`src/rtl/cache_op_ctrl.sv`:
```
// CACHE-instruction sequencer: decodes one latched op and issues it to the I or D cache via req/ack/done.
// Optional watchdog enabled by defining CACHE_OP_TIMEOUT_EN (limit set by TIMEOUT_CYCLES).
module cache_op_ctrl #(
  parameter int TIMEOUT_CYCLES = 1023
) (
  input  logic        clk,
  input  logic        resetn,
  input  logic        flush,
  input  logic [1:0]  req_target,
  input  logic [4:0]  req_op,
  input  logic [31:0] req_paddr,
  output logic        op_done,
  output logic        busy,
  output logic        ic_req,
  output logic [2:0]  ic_cmd,
  output logic [31:0] ic_addr,
  input  logic        ic_ack,
  input  logic        ic_done,
  output logic        dc_req,
  output logic [2:0]  dc_cmd,
  output logic [31:0] dc_addr,
  input  logic        dc_ack,
  input  logic        dc_done,
  output logic        timeout_err
);

  typedef enum logic [1:0] {S_IDLE, S_REQ, S_WAIT, S_DONE} state_t;

  state_t      state, state_nxt;
  logic [2:0]  cmd_q;
  logic [31:0] addr_q;
  logic        sel_dc_q;
  logic        req_q;
  logic        killed, killed_nxt;
  logic        accept;
  logic [2:0]  dec_cmd;
  logic        dec_ok;
  logic        ack_sel, done_sel;
  logic        unused_cache_field;

  // op[1:0] names the cache in the MIPS encoding; req_target already carries that choice
  assign unused_cache_field = ^req_op[1:0];

  always_comb begin
    dec_cmd = 3'd0;
    dec_ok  = 1'b0;
    if (req_target == 2'b01 || req_target == 2'b10) begin
      case (req_op[4:2])
        3'b000:  begin dec_cmd = 3'd1; dec_ok = 1'b1; end
        3'b010:  begin dec_cmd = 3'd2; dec_ok = 1'b1; end
        3'b100:  begin dec_cmd = 3'd3; dec_ok = 1'b1; end
        3'b101:  begin dec_cmd = 3'd4; dec_ok = req_target[1]; end
        3'b110:  begin dec_cmd = 3'd5; dec_ok = req_target[1]; end
        default: begin dec_cmd = 3'd0; dec_ok = 1'b0; end
      endcase
    end
  end

  // ack only counts once the request is actually visible to the cache
  assign ack_sel  = req_q & (sel_dc_q ? dc_ack : ic_ack);
  assign done_sel = sel_dc_q ? dc_done : ic_done;

`ifdef CACHE_OP_TIMEOUT_EN
  localparam int CNT_W = $clog2(TIMEOUT_CYCLES + 1);
  logic [CNT_W-1:0] cnt;
  logic             tmo_hit, tmo_fire, tmo_err_q;

  assign tmo_hit = ((state == S_REQ) || (state == S_WAIT)) &&
                   (cnt == CNT_W'(TIMEOUT_CYCLES - 1));

  always_ff @(posedge clk) begin
    if (!resetn) begin
      cnt       <= '0;
      tmo_err_q <= 1'b0;
    end else begin
      if (state == S_IDLE)
        cnt <= '0;
      else if (state == S_REQ || state == S_WAIT)
        cnt <= cnt + 1'b1;
      if (tmo_fire)
        tmo_err_q <= 1'b1;
    end
  end

  assign timeout_err = tmo_err_q;
`else
  localparam int unused_timeout = TIMEOUT_CYCLES;
  assign timeout_err = 1'b0;
`endif

  always_comb begin
    state_nxt  = state;
    killed_nxt = killed;
    accept     = 1'b0;
`ifdef CACHE_OP_TIMEOUT_EN
    tmo_fire   = 1'b0;
`endif
    case (state)
      S_IDLE: begin
        killed_nxt = 1'b0;
        if (req_target != 2'b00 && !flush) begin
          accept    = 1'b1;
          state_nxt = dec_ok ? S_REQ : S_DONE;
        end
      end
      S_REQ: begin
        if (flush && !ack_sel)
          state_nxt = S_IDLE;
        else if (ack_sel && done_sel)
          state_nxt = (flush || killed) ? S_IDLE : S_DONE;
        else if (ack_sel) begin
          state_nxt  = S_WAIT;
          killed_nxt = flush;
        end
`ifdef CACHE_OP_TIMEOUT_EN
        else if (tmo_hit) begin
          tmo_fire  = 1'b1;
          state_nxt = killed ? S_IDLE : S_DONE;
        end
`endif
      end
      S_WAIT: begin
        killed_nxt = killed | flush;
        if (done_sel)
          state_nxt = (killed || flush) ? S_IDLE : S_DONE;
`ifdef CACHE_OP_TIMEOUT_EN
        else if (tmo_hit) begin
          tmo_fire  = 1'b1;
          state_nxt = (killed || flush) ? S_IDLE : S_DONE;
        end
`endif
      end
      S_DONE: begin
        killed_nxt = 1'b0;
        state_nxt  = S_IDLE;
      end
      default: state_nxt = S_IDLE;
    endcase
  end

  always_ff @(posedge clk) begin
    if (!resetn) begin
      state    <= S_IDLE;
      killed   <= 1'b0;
      req_q    <= 1'b0;
      cmd_q    <= 3'd0;
      addr_q   <= 32'd0;
      sel_dc_q <= 1'b0;
    end else begin
      state  <= state_nxt;
      killed <= killed_nxt;
      // req rises on the second REQ cycle and falls as soon as REQ is left
      req_q  <= (state == S_REQ) && (state_nxt == S_REQ);
      if (accept) begin
        cmd_q    <= dec_ok ? dec_cmd : 3'd0;
        addr_q   <= req_paddr;
        sel_dc_q <= req_target[1];
      end
    end
  end

  assign op_done = (state == S_DONE);
  assign busy    = (state != S_IDLE);
  assign ic_req  = req_q & ~sel_dc_q;
  assign dc_req  = req_q & sel_dc_q;
  assign ic_cmd  = cmd_q;
  assign dc_cmd  = cmd_q;
  assign ic_addr = addr_q;
  assign dc_addr = addr_q;

endmodule
```
`config.mk`:
```
export PLATFORM = sky130hd
export DESIGN_NAME = cache_op_ctrl
export DESIGN_NICKNAME = d
export VERILOG_FILES = /design/src/rtl/cache_op_ctrl.sv
export SDC_FILE = /design/constraint.sdc
export NUM_CORES = 1
export LEC_CHECK = 0
export CORE_UTILIZATION = 37
export DETAILED_ROUTE_END_ITERATION = 16
export PLACE_DENSITY = 0.8
export SYNTH_ARGS = -nofsm -noshare
export SYNTH_HDL_FRONTEND = slang
export SYNTH_SLANG_ARGS = --single-unit
```
`constraint.sdc`:
```
create_clock -name clk -period 2.2 [get_ports clk]
set_clock_uncertainty 0.2 [all_clocks]
set_input_delay 0.22 -clock clk [delete_from_list [all_inputs] [get_ports clk]]
set_output_delay 0.22 -clock clk [all_outputs]
set_load 0.02 [all_outputs]
```
== After elaboration in Yosys (flattened, before gate mapping) ==
Cells that the tools add are included.

* Reductions and logical operators: 16
* Multiplexer cells: 21
* Bitwise logic cells: 5
* Equal/unequal tests: 13

{| class="wikitable"
|+ Operator list
! operator !! number
|-
| $pmux 3 s5 || 1
|-
| $mux 2 || 7
|-
| $eq 3x3->1 const B || 3
|-
| $mux 1 || 8
|-
| $pmux 2 s4 || 1
|-
| $eq 2x1->1 const B || 3
|-
| $eq 2x2->1 const B || 3
|-
| $mux 3 || 2
|-
| $ne 2x2->1 const B || 3
|-
| $logic_and 1x1->1 || 4
|-
| $reduce_bool 2->1 || 2
|-
| $reduce_or 2->1 || 2
|-
| $and 1x1->1 || 3
|-
| $eq 3x2->1 const B || 1
|-
| $logic_not 3->1 || 1
|-
| $pmux 1 s3 || 1
|-
| $reduce_and 3->1 || 1
|-
| $reduce_or 3->1 || 1
|-
| $logic_not 1->1 || 2
|-
| $logic_not 2->1 || 1
|-
| $logic_or 1x1->1 || 2
|-
| $pmux 1 s2 || 1
|-
| $not 1->1 || 1
|-
| $or 1x1->1 || 1
|}

* Register bits: 40

== Depth between registers and ports, before layout ==
Gate-level depths: netlist of the first run.

* Depth after elaboration: 9
* Depth in mapped cells: 7
* Mapped depth without buffers: 6

== Worst setup path before layout of the first run ==
OpenSTA, ideal clock, no wires.

* Path type: input to register
* Start: in req_target[0]
* End: reg cmd_q[2] (netlist: dc_cmd[2])
* Arrival: 1.521 ns
* Data required time: 1.871 ns
* Library setup time: 0.129 ns
* Stages on the path: 7
* Setup slack: 0.350 ns
* Path buffers: 1
* Path through: inv_1 -> ha_1 -> or4_4 -> buf_6 -> a31o_1 -> o21ai_2 -> a311oi_1

* Word-level cells in the longest chain between the ends: 4

{| class="wikitable"
|+ Ends and longest elaborated chain
! item !! RTL line !! text
|-
| start, declared || 9 || <nowiki>input logic [1:0] req_target,</nowiki>
|-
| $eq 2x1->1, or another cell as far along || 47 || <nowiki>if (req_target == 2'b01 || req_target == 2'b10) begin</nowiki>
|-
| $logic_or 1x1->1 / $logic_and 1x1->1 (equally long branches) || 47, 101 ||
|-
| $mux 3, or another cell as far along || 47 ||
|-
| $mux 3 / $mux 1 (equally long branches) || 155, 98 ||
|-
| end signal, assigned || 155 || <nowiki>cmd_q <= dec_ok ? dec_cmd : 3'd0;</nowiki>
|-
| end, declared || 30 || <nowiki>logic [2:0] cmd_q;</nowiki>
|}

Several ways; a longest one is shown, not always the timed one.
A chain may end at the register's enable or synchronous reset.

== Final worst setup path of the first run ==
* Start: reg state[1]
* End: out busy

* Word-level cells in the longest chain between the ends: 1

{| class="wikitable"
|+ Ends and longest elaborated chain
! item !! RTL line !! text
|-
| start, declared || 29 || <nowiki>state_t state, state_nxt;</nowiki>
|-
| start signal, assigned || 150 || <nowiki>state <= state_nxt;</nowiki>
|-
| $reduce_bool 2->1 || 163 || <nowiki>assign busy = (state != S_IDLE);</nowiki>
|-
| end, declared || 13 || <nowiki>output logic busy,</nowiki>
|}

No other way between the ends.

==> results.md, run 1 <==
* Status: finished clean
* Mapped Area at 0.00196 mm2
* Power Density at 592 mW/mm2
* Row count at 26
* Register bit total from synthesis at 40
* NetSw at 0.533 mW
* Fin nets at 373
* Die Width at 74.9 um
* Startpoint Class: flop
* Hold_ws at 0.276 ns
* Largest net degree at the start of global routing at 21
* RSZ-0062 raised after global routing: no
* Number of global-route vias before repair at 1592
* Routability cong. at 0.787
* Crit. End Element: output pin
* Mapped Nets at 287
* Routed length per placed instance at 12.0 um
* Core box area at 0.00511 mm2
* Inserted Clock Buffers at 5
* TritonCTS Sinks at 40
* MaxCap Viol Count at 0
* CTS tree: built
* Leading area contributor after synthesis: dfxtp_1
* Die area at 0.00560 mm2
* Pre-CTS WS at -0.0858 ns
* Prevailing post-synth register cell: dfxtp_1
* CP Data Arrival Time at 1.59 ns
* Clock power frac at 0.250
* Synth Area in Simple Gates at 0.214
* Worst vdd rail ir drop at 0.000306 V
* Clock Latency Late Sink at 0.28 ns
* Internal at 1.27 mW
* Fin crit period at 2.01 ns
* Starting density of the core at 0.385
* Post-route setup slack at 0.191 ns
* Remaining DRCs at 0
* 1st-iter DRT viols at 57
* Hold Path Class: reg -> reg
* Cts repair resizes at 0
* Top-area cell type share of the netlist area at 0.408
* Max clock buf depth at 2
* Seq/Total Area, Yosys at 0.408
* Port bufs at 117
* Ant. Diodes at 0
* Netlist cell types at 34
* Vias at 1810
* Synth Instances at 240
* Final WL at 4.76 mm
* Comb pwr share at 0.301
* Hold depth at 2
* Routed Antenna Nets at 0
* Post-layout util at 0.598
* Synth top cells by count: 72 x nand2_1, 40 x dfxtp_1, 36 x buf_4
* Worst EP required at 1.78 ns
* R2R depth at 5
* Crit-path max FO at 8
* Synth Area in Compound Gates at 0.175
* TNS Setup at 0 ns
* Synth top area cells: dfxtp_1 41%, buf_4 14%, nand2_1 14%, a21boi_0 11%, a21boi_1 1.9%
* Drt first pass iters at 4
* First-pass GRT wire length at 7.21 mm
* Hold buffers post-CTS at 0
* Post-Synth Adder-Cell Area at 0.00637
* Tcrit/Tclk final at 0.913
* Root Buffer: clkbuf_8
* Flop pwr share at 0.450
* Most common cell in the netlist: nand2_1
* Maximum clock rate at 498 MHz
* Share of layout cells above drive strength 1 at 0.0644
* Post-synthesis mux area share at 0.0108
* Leak at 1.13 nW
* Endpoints failing setup at 0
* Async SR Flop Fraction at 0
* Switching Share at 0.295
* GRT overflow at 0
* Max Transition Viols Final at 0
* Postcts setup bufs at 0
* # IOs at 121
* Final HPWL DP at 3.80 mm
* Number of H-tree levels at 2
* Via density at 4.57
* Die Y at 74.9 um
* Synthesized area per cell at 8.18 um2
* Syn. warnings at 0
* Worst-path clk slew at 0.07 ns
* Post-synthesis xor/xnor area fraction at 0.00892
* Largest family of logic cells by synthesized area: simple AND/OR/NAND/NOR gates
* Initial antenna violation count at 0
* Global Route Usage Sum at 0.172
* Area growth syn-to-layout at 55.5%
* Fin. Hold Viols at 0
* Critical path type: reg -> out
* Fillers at 464
* EDFF count, synth at 0
-- metal layers --
metal / GRT usage / wire length (um) / up-vias
li1: - / - / 914
met1: 0.205 / 1960 / 812
met2: 0.299 / 2340 / 79
met3: 0.0482 / 405 / 5
met4: 0.0503 / 53 / 0
met5: 0 / 0 / -
-- layout by cell type (no fill, tap or decap), types with 2 or more instances in the layout --
master,synthesis,routed
and2_1,3,3
xor2_1,2,2
buf_4,36,9
a21boi_1,5,5
o21ai_0,2,2
a21boi_0,30,30
nor2_1,5,5
clkdlybuf4s50_1,0,117
nor3_1,3,3
a21oi_1,4,4
nand2_1,72,72
clkbuf_8,0,5
nor2b_1,6,6
dfxtp_1,40,40
inv_1,3,3
-- cell families after synthesis --
family | after synthesis
and+or+nand+nor | 96
buffers and inverters | 51
AOI/OAI and AO/OA | 47
DFF | 40
xor gates and xnor gates | 2
muxes | 2
adders and majority gates | 1
other | 1
-- state kept, by name, summed over array words and instances (netlist names) --
signal / cells
dc_addr: 32
dc_cmd: 3
killed: 1
req_q: 1
sel_dc_q: 1
state: 2
-- stage by stage --
| stage | std cells | area (um2) | power, mW |
|---|---|---|---|
| floorplan | 240 | 1960 | 1.14 |
| global placement | 389 | 2980 | 1.37 |
| detailed placement | 389 | 2980 | 1.38 |
| CTS | 396 | 3050 | 1.83 |
| global route | 396 | 3050 | 1.90 |
| finish | 396 | 3050 | 1.81 |
-- power groups by stage --
| stage | Sequential (mW) | Clock (mW) | Combinational, mW |
|---|---|---|---|
| after floorplan | 0.875 | 0 | 0.264 |
| after global placement | 0.829 | 0 | 0.541 |
| after detailed placement | 0.831 | 0 | 0.548 |
| after CTS | 0.814 | 0.467 | 0.550 |
| after global routing | 0.821 | 0.496 | 0.587 |
| final | 0.813 | 0.451 | 0.543 |
-- final timing paths --
kind / startpoint / endpoint / slack [ns]
worst min-delay path: dc_addr[11]$_SDFFE_PN0P_ / dc_addr[11]$_SDFFE_PN0P_ / 0.28
worst min register to register: dc_addr[11]$_SDFFE_PN0P_ / dc_addr[11]$_SDFFE_PN0P_ / 0.28
worst max register to register: state[1]$_SDFF_PN0_ / dc_addr[1]$_SDFFE_PN0P_ / 0.50
worst max-delay path: state[1]$_SDFF_PN0_ / busy / 0.19
-- worst max-delay path: stages, from the launching register on --
cell,delay [ns]
dfxtp_1,0.39
or2_2,0.36
clkdlybuf4s50_1,0.56
-- area by class of cell --
| cell class | instances | area (um2) | share of cell area |
|---|---|---|---|
| sequential | 40 | 801 | 0.262 |
| clock inverter | 1 | 5.00 | 0.00164 |
| clock buffer | 6 | 72.6 | 0.0238 |
| multi-input combinational | 149 | 818 | 0.268 |
| tap | 70 | 87.6 | 0.0287 |
| inverter | 3 | 11.3 | 0.00369 |
| timing repair buffer | 127 | 1260 | 0.412 |
No activity file was read; power rests on OpenSTA's default activity.
==> inputs of run 2 (changes only) <==
--- a/config.mk
+++ b/config.mk
@@ -5,6 +5,7 @@
 export SDC_FILE = /design/constraint.sdc
 export NUM_CORES = 1
 export LEC_CHECK = 0
+export CORE_MARGIN = 2
 export CORE_UTILIZATION = 37
 export DETAILED_ROUTE_END_ITERATION = 16
 export PLACE_DENSITY = 0.8
==> constraint.sdc (replaced) <==
create_clock -name clk -period 1.9 [get_ports clk]
set_clock_uncertainty 0.2 [all_clocks]
set_input_delay 0.19 -clock clk [delete_from_list [all_inputs] [get_ports clk]]
set_output_delay 0.19 -clock clk [all_outputs]
set_load 0.02 [all_outputs]
==> results.md, run 2 (synthesis gave the netlist of run 1 again) <==
* R2R depth at 4 (was 5)
* Worst-path clk slew at 0.08 ns (was 0.07 ns)
* RR Startpoint: state[1]$_SDFF_PN0_ (unchanged)
* Max clock buf depth at 2 (unchanged)
* Pre-CTS WS at -0.364 ns (was -0.0858 ns)
* GRT overflow at 0 (unchanged)
* Maximum clock rate at 544 MHz
* Number of global-route vias before repair at 1807 (was 1592)
* Placed Cells at 393 (was 389)
* Placed Area at 0.00303 mm2 (was 0.00298 mm2)
* Worst vdd rail ir drop at 0.000341 V (was 0.000306 V)
* Tcrit/Tclk final at 0.967
* Post-route setup slack at 0.0620 ns (was 0.191 ns)
* TritonCTS Sinks at 40 (unchanged)
* Ant. Diodes at 0 (unchanged)
* Crit-path max FO at 5 (was 8)
* Fin nets at 377 (was 373)
* Fillers at 460 (was 464)
* Core box area at 0.00511 mm2 (unchanged)
* Area growth syn-to-layout at 62.7% (was 55.5%)
* Crit path max-delay cell type: clkdlybuf4s50_1 (unchanged)
* Remaining DRCs at 0 (unchanged)
* First-pass GRT wire length at 8.62 mm (was 7.21 mm)
* Power Density at 796 mW/mm2 (was 592 mW/mm2)
* Via density at 4.61 (was 4.57)
* Root Buffer: clkbuf_8 (unchanged)
* Hold Path Class: in -> reg (was reg -> reg)
* Final WL at 5.09 mm (was 4.76 mm)
* Hold depth at 4 (was 2)
* Hold wc startpoint: req_target[1] (was dc_addr[11]$_SDFFE_PN0P_)
* Final HPWL DP at 4.06 mm (was 3.80 mm)
* Hold Path End: sel_dc_q$_SDFFE_PN0P_ (was dc_addr[11]$_SDFFE_PN0P_)
* Worst EP required at 1.51 ns (was 1.78 ns)
* R2R Setup Slk at 0.22 ns (was 0.50 ns)
* Most common cell after layout, fill and taps aside: clkdlybuf4s50_1 (unchanged)
* Leak at 1.21 nW (was 1.13 nW)
* Worst stage delay on the critical path at 0.60 ns (was 0.56 ns)
* Vias at 1848 (was 1810)
* Max reg flops at 32 (unchanged)
* Max Transition Viols Final at 0 (unchanged)
* Post-layout util at 0.626 (was 0.598)
* RSZ-0062 raised after global routing: no (unchanged)
* Die area at 0.00591 mm2 (was 0.00560 mm2)
* Port bufs at 117 (unchanged)
* Global Route Usage Sum at 0.181 (was 0.172)
* CP Data Arrival Time at 1.45 ns (was 1.59 ns)
* Most frequent cells in the layout: 113 x clkdlybuf4s50_1, 72 x nand2_1, 37 x dfxtp_1 (was 117 x clkdlybuf4s50_1, 72 x nand2_1, 40 x dfxtp_1)
* Status: finished clean (unchanged)
* CTS tree: built (unchanged)
* Drt first pass iters at 4 (unchanged)
* Final Cell Area at 0.00320 mm2 (was 0.00305 mm2)
* Routability cong. at 0.761 (was 0.787)
* Initial antenna violation count at 0 (unchanged)
* MaxCap Viol Count at 0 (unchanged)
* Endpoints failing setup at 0 (unchanged)
* Number of H-tree levels at 2 (unchanged)
* Fin crit period at 1.84 ns
* Critical path type: reg -> out (unchanged)
* Clock Latency Late Sink at 0.28 ns (about the same)
* Die Width at 76.9 um (was 74.9 um)
* Startpoint Class: flop (unchanged)
* Layout Cells excl Fill at 401 (was 396)
* Routed Antenna Nets at 0 (unchanged)
* 1st-iter DRT viols at 51 (was 57)
* Inserted Clock Buffers at 5 (unchanged)
* Row count at 26 (unchanged)
* Share of layout cells above drive strength 1 at 0.0937 (was 0.0644)
* Starting density of the core at 0.385 (unchanged)
* Routed length per placed instance at 12.7 um (was 12.0 um)
* # IOs at 121 (unchanged)
* Crit. End Element: output pin (unchanged)
* Largest net degree at the start of global routing at 26 (was 21)
* Hold buffers post-CTS at 0 (unchanged)
* Critical Path, Cell by Cell: and2_1, clkdlybuf4s50_1 (was or2_2, clkdlybuf4s50_1)
* Die Y at 76.9 um (was 74.9 um)
* Postcts setup bufs at 0 (unchanged)
* Fin. Hold Viols at 0 (unchanged)
* Reg2reg end: req_q$_SDFF_PN0_ (was dc_addr[1]$_SDFFE_PN0P_)
-- run 2: cell types whose count changed in the layout (fill, tap and decap cells not counted), sizes merged --
cell,before,now
buf,10,14
bufinv,0,3
clkbuf,6,5
clkdlybuf4s50,117,113
clkinv,1,0
dlygate4sd2,0,3
dlymetal6s2s,0,1
-- run 2: final cells by class --
type,instances,area [um2],area share
Timing Repair Buffer,131,1310,0.411
Clock inverter,3,90.1,0.0282
Inverter,3,11.3,0.00352
Tap cell,70,87.6,0.0274
Multi-Input combinational cell,149,821,0.257
Clock buffer,5,68.8,0.0215
Sequential cell,40,805,0.252
-- run 2: critical path: cells and delay by family (launching register included) --
family | cells | cell delay, ns
flops | 1 | 0.42
buf+inv | 1 | 0.60
simple gates | 1 | 0.15
-- run 2: repair_timing --
action	CTS	global route
endpoints found under the setup margin	12	2
pin swaps	4	0
resized for setup	6	2
-- run 2: metrics by stage --
step                      setup TNS (ns)  power, mW  hold WS [ns]
after floorplan                        0       1.32         0.125
after global placement             -8.67       1.61         0.262
after detailed placement          -10.79       1.63         0.271
after CTS                              0       2.57         0.203
after global routing                   0       2.66         0.237
final                                  0       2.55         0.214
-- run 2: layer usage --
layer,GRT usage,share of wire,wire length (um)
met4,0.0473,0.0071,36
met3,0.0541,0.074,379
met5,0,0,0
met1,0.208,0.42,2160
met2,0.325,0.49,2510
-- run 2: worst max-delay path by stage --
stage / start / slack [ns] / end / cells after the start
after detailed placement: req_target[1] / -0.36 / req_q$_SDFF_PN0_ / 7
after CTS: req_q$_SDFF_PN0_ / 0.02 / ic_req / 2
final: sel_dc_q$_SDFFE_PN0P_ / 0.06 / dc_req / 2
after global routing: sel_dc_q$_SDFFE_PN0P_ / 0.004 / dc_req / 2
after global placement: req_target[1] / -0.30 / dc_cmd[2]$_SDFFE_PN0P_ / 7
after floorplan: req_target[0] / 0.08 / dc_cmd[2]$_SDFFE_PN0P_ / 7
-- run 2: power breakdown --
group          switching [mW]  total, mW  internal (mW)
Combinational           0.306      0.655          0.348
Sequential             0.0496      0.945          0.895
Clock                   0.289      0.946          0.657
Total                   0.645       2.55           1.90
==> inputs of run 3 (changes only) <==
--- a/config.mk
+++ b/config.mk
@@ -7,6 +7,7 @@
 export LEC_CHECK = 0
 export CORE_MARGIN = 2
 export CORE_UTILIZATION = 37
+export CTS_CLUSTER_DIAMETER = 80
 export DETAILED_ROUTE_END_ITERATION = 16
 export PLACE_DENSITY = 0.8
 export SYNTH_ARGS = -nofsm -noshare
==> results of run 3 <==
Final layout, timing and power as in run 2 (identical DEF).
